`config.mk`:
```
export PLATFORM = sky130hd
export DESIGN_NAME = axis_fifo
export DESIGN_NICKNAME = d
export VERILOG_FILES = /design/src/rtl/axis_pkg.sv /design/src/rtl/axis_fifo_ram.sv /design/src/rtl/axis_fifo.sv
export SDC_FILE = /design/constraint.sdc
export NUM_CORES = 1
export LEC_CHECK = 0
export BUFFER_PORTS_ARGS = -buffer_cell sky130_fd_sc_hd__buf_2
export CAP_MARGIN = 20
export CORE_ASPECT_RATIO = 1.75
export CORE_MARGIN = 1
export CORE_UTILIZATION = 59
export DETAILED_ROUTE_END_ITERATION = 10
export PLACE_DENSITY = 0.94
export SKIP_CTS_REPAIR_TIMING = 1
export SLEW_MARGIN = 10
export SYNTH_ARGS = -nofsm -noshare
export SYNTH_HDL_FRONTEND = slang
export SYNTH_SLANG_ARGS = --single-unit
```
`constraint.sdc`:
```
create_clock -name clock -period 3.24 [get_ports clock]
set_clock_uncertainty 0.1 [all_clocks]
set_input_delay 0.162 -clock clock [delete_from_list [all_inputs] [get_ports clock]]
set_output_delay 0.162 -clock clock [all_outputs]
set_load 0.05 [all_outputs]
```
`src/rtl/axis_pkg.sv`:
```
// axis_pkg: shared helpers for the AXI-stream FIFO family.
//   clog2  : ceiling log2 for elaboration-time sizing.
//   size_w : width of a fill-level counter that must represent 0..depth.
//   ptr_w  : width of a pointer into a memory of 'entries' words (min 1).
package axis_pkg;

  function automatic int clog2(input int n);
    int r;
    r = 0;
    for (int i = 0; i < 31; i++) begin
      if ((1 << i) < n) r = i + 1;
    end
    return r;
  endfunction

  function automatic int size_w(input int depth);
    return clog2(depth + 1);
  endfunction

  function automatic int ptr_w(input int entries);
    return (entries <= 1) ? 1 : clog2(entries);
  endfunction

endpackage

```
`src/rtl/axis_fifo_ram.sv`:
```
// axis_fifo_ram: ENTRIES x WIDTH storage behind the FIFO output register.
//   clock_i  : write clock (rising edge)
//   we_i     : write enable
//   waddr_i  : write address
//   wdata_i  : write data
//   raddr_i  : read address (head of queue)
//   rdata_o  : asynchronous read data
// Contents are not reset; the FIFO pointers decide what is valid.
module axis_fifo_ram #(
  parameter int WIDTH   = 8,
  parameter int ENTRIES = 3,
  parameter int AW      = 2
) (
  input  logic             clock_i,
  input  logic             we_i,
  input  logic [AW-1:0]    waddr_i,
  input  logic [WIDTH-1:0] wdata_i,
  input  logic [AW-1:0]    raddr_i,
  output logic [WIDTH-1:0] rdata_o
);

  logic [WIDTH-1:0] mem_q [ENTRIES];

  always_ff @(posedge clock_i) begin
    if (we_i) mem_q[waddr_i] <= wdata_i;
  end

  assign rdata_o = mem_q[raddr_i];

endmodule

```
`src/rtl/axis_fifo.sv`:
```
// axis_fifo: AXI-stream FIFO of DEPTH words (output register included).
//   clock, reset        : rising-edge clock, synchronous active-high reset
//   size, afull         : fill level (0..DEPTH) and size >= AFULL flag
//   idata/ivalid/iready : input stream
//   odata/ovalid/oready : output stream
//   flush               : only when AXIS_FIFO_FLUSH_EN is defined; empties
//                         the FIFO at the next edge (reset wins over flush)
// All outputs are registered. odata holds the oldest word; the remaining
// DEPTH-1 words live in axis_fifo_ram with wrapping read/write pointers.
//
// Handshake: a beat transfers on a rising edge where valid && ready are both
// high. The producer holds data stable while valid && !ready; likewise odata
// is held stable by this block while ovalid && !oready.
module axis_fifo
  import axis_pkg::*;
#(
  parameter  int WIDTH = 8,
  parameter  int DEPTH = 4,
  parameter  int AFULL = DEPTH - 1,
  localparam int SW    = size_w(DEPTH)
) (
  input  logic             clock,
  input  logic             reset,
  output logic [SW-1:0]    size,
  output logic             afull,
  input  logic [WIDTH-1:0] idata,
  input  logic             ivalid,
  output logic             iready,
  output logic [WIDTH-1:0] odata,
  output logic             ovalid,
  input  logic             oready
`ifdef AXIS_FIFO_FLUSH_EN
  ,
  input  logic             flush
`endif
);

  localparam int            MD       = DEPTH - 1;
  localparam int            PW       = ptr_w(MD);
  localparam logic [PW-1:0] PTR_LAST = PW'(MD - 1);

  logic [SW-1:0]    size_q, size_d;
  logic             ovalid_q, ovalid_d;
  logic             iready_q, iready_d;
  logic             afull_q, afull_d;
  logic [WIDTH-1:0] odata_q, odata_d;
  logic [PW-1:0]    wr_ptr_q, wr_ptr_d;
  logic [PW-1:0]    rd_ptr_q, rd_ptr_d;
  logic [WIDTH-1:0] mem_rdata;
  logic             push, pop, load, mem_has, bypass, mem_we, flush_w;

`ifdef AXIS_FIFO_FLUSH_EN
  assign flush_w = flush;
`else
  assign flush_w = 1'b0;
`endif

  // Explicit wrap so the memory depth need not be a power of two.
  function automatic logic [PW-1:0] ptr_inc(input logic [PW-1:0] p);
    return (p == PTR_LAST) ? '0 : p + PW'(1);
  endfunction

  always_comb begin
    push    = ivalid && iready_q;
    pop     = ovalid_q && oready;
    load    = !ovalid_q || oready;
    // Memory holds words 2..size, so it is non-empty only when size > 1.
    mem_has = size_q > SW'(1);
    // Empty memory: a pushed word goes straight to the output register.
    bypass  = load && !mem_has && push;
    mem_we  = push && !bypass && !flush_w;

    size_d   = size_q + SW'(push) - SW'(pop);
    odata_d  = odata_q;
    rd_ptr_d = rd_ptr_q;
    wr_ptr_d = wr_ptr_q;

    if (load) begin
      if (mem_has) begin
        odata_d  = mem_rdata;
        rd_ptr_d = ptr_inc(rd_ptr_q);
      end else if (push) begin
        odata_d = idata;
      end
    end
    if (mem_we) wr_ptr_d = ptr_inc(wr_ptr_q);

    if (flush_w) begin
      size_d   = '0;
      rd_ptr_d = '0;
      wr_ptr_d = '0;
    end

    iready_d = size_d < SW'(DEPTH);
    ovalid_d = size_d != '0;
    afull_d  = size_d >= SW'(AFULL);
  end

  always_ff @(posedge clock) begin
    if (reset) begin
      size_q   <= '0;
      ovalid_q <= 1'b0;
      iready_q <= 1'b1;
      afull_q  <= 1'b0;
      wr_ptr_q <= '0;
      rd_ptr_q <= '0;
    end else begin
      size_q   <= size_d;
      ovalid_q <= ovalid_d;
      iready_q <= iready_d;
      afull_q  <= afull_d;
      wr_ptr_q <= wr_ptr_d;
      rd_ptr_q <= rd_ptr_d;
    end
  end

  // Data path register is deliberately not reset.
  always_ff @(posedge clock) begin
    odata_q <= odata_d;
  end

  axis_fifo_ram #(
    .WIDTH  (WIDTH),
    .ENTRIES(MD),
    .AW     (PW)
  ) u_ram (
    .clock_i(clock),
    .we_i   (mem_we),
    .waddr_i(wr_ptr_q),
    .wdata_i(idata),
    .raddr_i(rd_ptr_q),
    .rdata_o(mem_rdata)
  );

  assign size   = size_q;
  assign afull  = afull_q;
  assign iready = iready_q;
  assign ovalid = ovalid_q;
  assign odata  = odata_q;

`ifdef FORMAL
  logic seen_reset_q;
  always_ff @(posedge clock) begin
    if (reset) seen_reset_q <= 1'b1;
  end

  a_iready: assert property (@(posedge clock) disable iff (reset || !seen_reset_q)
    iready_q == (size_q < SW'(DEPTH)));
  a_ovalid: assert property (@(posedge clock) disable iff (reset || !seen_reset_q)
    ovalid_q == (size_q != '0));
  a_live:   assert property (@(posedge clock) disable iff (reset || !seen_reset_q)
    iready_q || ovalid_q);
  a_size:   assert property (@(posedge clock) disable iff (reset || !seen_reset_q)
    !flush_w |=> (reset || size_q == $past(size_q + SW'(push) - SW'(pop))));
  a_stable: assert property (@(posedge clock) disable iff (reset || !seen_reset_q)
    (ovalid_q && !oready && !flush_w) |=> (reset || odata_q == $past(odata_q)));
`endif

endmodule

```
==> impl_metrics.toml <==
[timing]
max-slew-margin-rel = 0.485
worst_slew_pin_slew_ps = 773
finalSetupTns_ps = 0
setup_violations = 0
period_minus_slack_ps = 2090
fmax_ghz = 0.478
hold_viol_final = 0
finalCritPeriodShare = 0.645
slew_viol_final = 0
rsz0062_at_grt = "false"

[job]
maxCapViolCount = 0

[cells_and_area]
nets = 173
syn_to_final_growth_pct = 22.5
ff_latch_area_um2 = 1200
drive_gt1_frac = 0.297
final_area_um2 = 2120
multi_input_area_um2 = 492
antennaDiodeCount = 0
layoutNonFillerInstCount = 185
fillers = 176

[setup_path]
cp_cell_sequence = "and2_1 -> ha_1 -> inv_1 -> ha_1 -> fa_1 -> xor2_1 -> nor2_1 -> a21o_1"
timing.rr.start = "ovalid$_SDFF_PP0_"
worst_path_largest_cell_delay_ps = 380
critPathLaunchType = "flip-flop"
crit_fanout = 4
cp-startpoint = "ovalid$_SDFF_PP0_"
required_ps = 3340
crit_top_cell = "ha_1"
critPathKind = "flip-flop to flip-flop"
critPathCaptureType = "flip-flop"
worstPathArrival_ps = 2190
cp_slowest_cell = "fa_1"

[clock_network]
cts_root_buf = "clkbuf_8"
cts_max_path_buffers = 2
numCtsBuffers = 5
cts_tree = "built"
htreeDepth = 2
clk_pin_slew_ps = 80
cts.sinks = 44
clock_latency_ps = 300

[drt]
wl_per_cell_um = 17.8
dr.pass1.iters = 4
antenna_violating_nets_post_route = 0
viasPerCell = 5.71
drc_errors = 0
vias = 1056
initialDrtViolationCount = 23
routed_wl_mm = 3.30

[floorplanning]
start_util = 0.629
ios = 26
die_h_um = 73.7
die_area_um2 = 3160
core_um2 = 2750
core.rowCount = 25
dieWidth_um = 43.0

[worst_hold_path]
min_from = "reset"
holdCritPathClass = "input port to flip-flop"

[global_routing]
grt_pass1_vias = 1112
grt_usage = 0.234
antenna_found_initial = 0
grt_start_max_net_pins = 17
overflow = 0
grt_pass1_wl_mm = 5.00

[placement]
dp_cells = 169
post_dp_cell_area_um2 = 1890
portBuffers = 25
place.detailed.hpwl_mm = 2.28
gp_congestion = 0.743

[logic_synthesis]
async_flop_share = 0
yosysWarningCount = 0
syn_avg_cell_area_um2 = 14.7
synth_nets = 134
synth_cell_type_count = 23
synth-seq-cells = 44
syn_inst = 118
ys_seq_area_frac = 0.694
ys.flop_type = "edfxtp_1"
netlist_area_um2 = 1730
synth-edff-count = 32

[power]
peakVddDrop_v = 0.000645
p_leak_nw = 0.804
power_density_nw_per_um2 = 1020

[run_status]
status = "complete, no violations"
[worst paths after layout]
check | end | slack, ps | cells after the start
hold reg to reg | rd_ptr_q[1]$_SDFFE_PP0P_ | 440 | 2
setup reg to reg | afull$_SDFF_PP0_ | 1150 | 8
setup / recovery | afull$_SDFF_PP0_ | 1150 | 8
hold / removal | ovalid$_SDFF_PP0_ | 50 | 2
[final cells by class]
| type | instances | share of cell area |
|---|---|---|
| Clock buffer | 7 | 0.0560 |
| Tap cell | 27 | 0.0159 |
| Sequential cell | 44 | 0.566 |
| Inverter | 5 | 0.00884 |
| Timing Repair Buffer | 36 | 0.107 |
| Clock inverter | 1 | 0.0142 |
| Multi-Input combinational cell | 65 | 0.232 |
[per-stage QoR]
step | total power (W) | utilization | hold slack (ps) | setup slack [ps]
after floorplan | 0.00146 | - | 161 | 832
after global placement | 0.00160 | 0.688 | 284 | 1310
after detailed placement | 0.00166 | 0.688 | 276 | 1180
after CTS | 0.00216 | 0.742 | -36.3 | 1130
after global routing | 0.00225 | 0.771 | 65.1 | 1040
final | 0.00215 | 0.771 | 52.2 | 1150
[cells in the final DEF (no fill, tap or decap)]
cell type,instances
nand2_1,9
a21oi_1,5
nor2_1,2
nand2b_1,2
mux2i_1,9
fa_1,1
or3b_2,1
edfxtp_1,32
bufinv_16,1
nor2b_1,3
dfxtp_1,12
buf_2,25
buf_4,3
dlygate4sd3_1,8
xor2_1,1
or4_1,1
nor3b_1,2
clkbuf_16,2
nor2b_4,1
and2_1,1
a21o_1,2
nor3_1,2
or4b_1,1
ha_1,3
clkbuf_8,5
inv_1,5
mux2_2,9
o21ai_0,10
[power by group]
| group | internal [W] | leakage, nW | switching (W) |
|---|---|---|---|
| combinational | 0.000257 | 0.335 | 0.000528 |
| clock | 0.000323 | 0.0747 | 0.000183 |
| sequential | 0.000776 | 0.395 | 0.0000878 |
| total | 0.00136 | 0.804 | 0.000798 |
[cells by family after synthesis]
family / count (synthesis) / synth area share
adders and majority gates: 4 / 0.0332
DFF: 44 / 0.694
xor gates and xnor gates: 1 / 0.00506
and+or+nand+nor: 25 / 0.0831
AOI/OAI and AO/OA: 17 / 0.0520
buffers and inverters: 9 / 0.0224
muxes: 18 / 0.111
[per-layer routing]
| layer | share of wire | vias to the layer above | track usage |
|---|---|---|---|
| li1 | - | 508 | - |
| met5 | 0 | - | 0 |
| met1 | 0.33 | 505 | 0.198 |
| met2 | 0.60 | 33 | 0.455 |
| met4 | 0.035 | 0 | 0.141 |
| met3 | 0.041 | 10 | 0.0614 |
[sequential cells by signal, summed over array words and instances, names as in the netlist, named ones only]
register and cells:
size 3, rd_ptr_q 2, afull 1, wr_ptr_q 2, odata 8, ovalid 1
iready 1, u_ram.mem_q 24
[critical path, delay by kind of cell (launching register included)]
kind	cells	cell delay, ps
xor+xnor	1	230
buf+inv	1	40
fa+ha+maj	3	840
compound gates	1	160
flops	1	340
simple gates	2	270
[synth_stat cells, types with 3 or more instances]
library cell / n / area, um^2
a21oi_1: 5 / 25.0
buf_2: 4 / 20.0
dfxtp_1: 12 / 240
edfxtp_1: 32 / 961
ha_1: 3 / 37.5
inv_1: 5 / 18.8
mux2_2: 9 / 101
mux2i_1: 9 / 90.1
nand2_1: 9 / 33.8
nor2b_1: 3 / 18.8
o21ai_0: 10 / 50.1
Note: power is estimated with default switching activity, not from simulation.
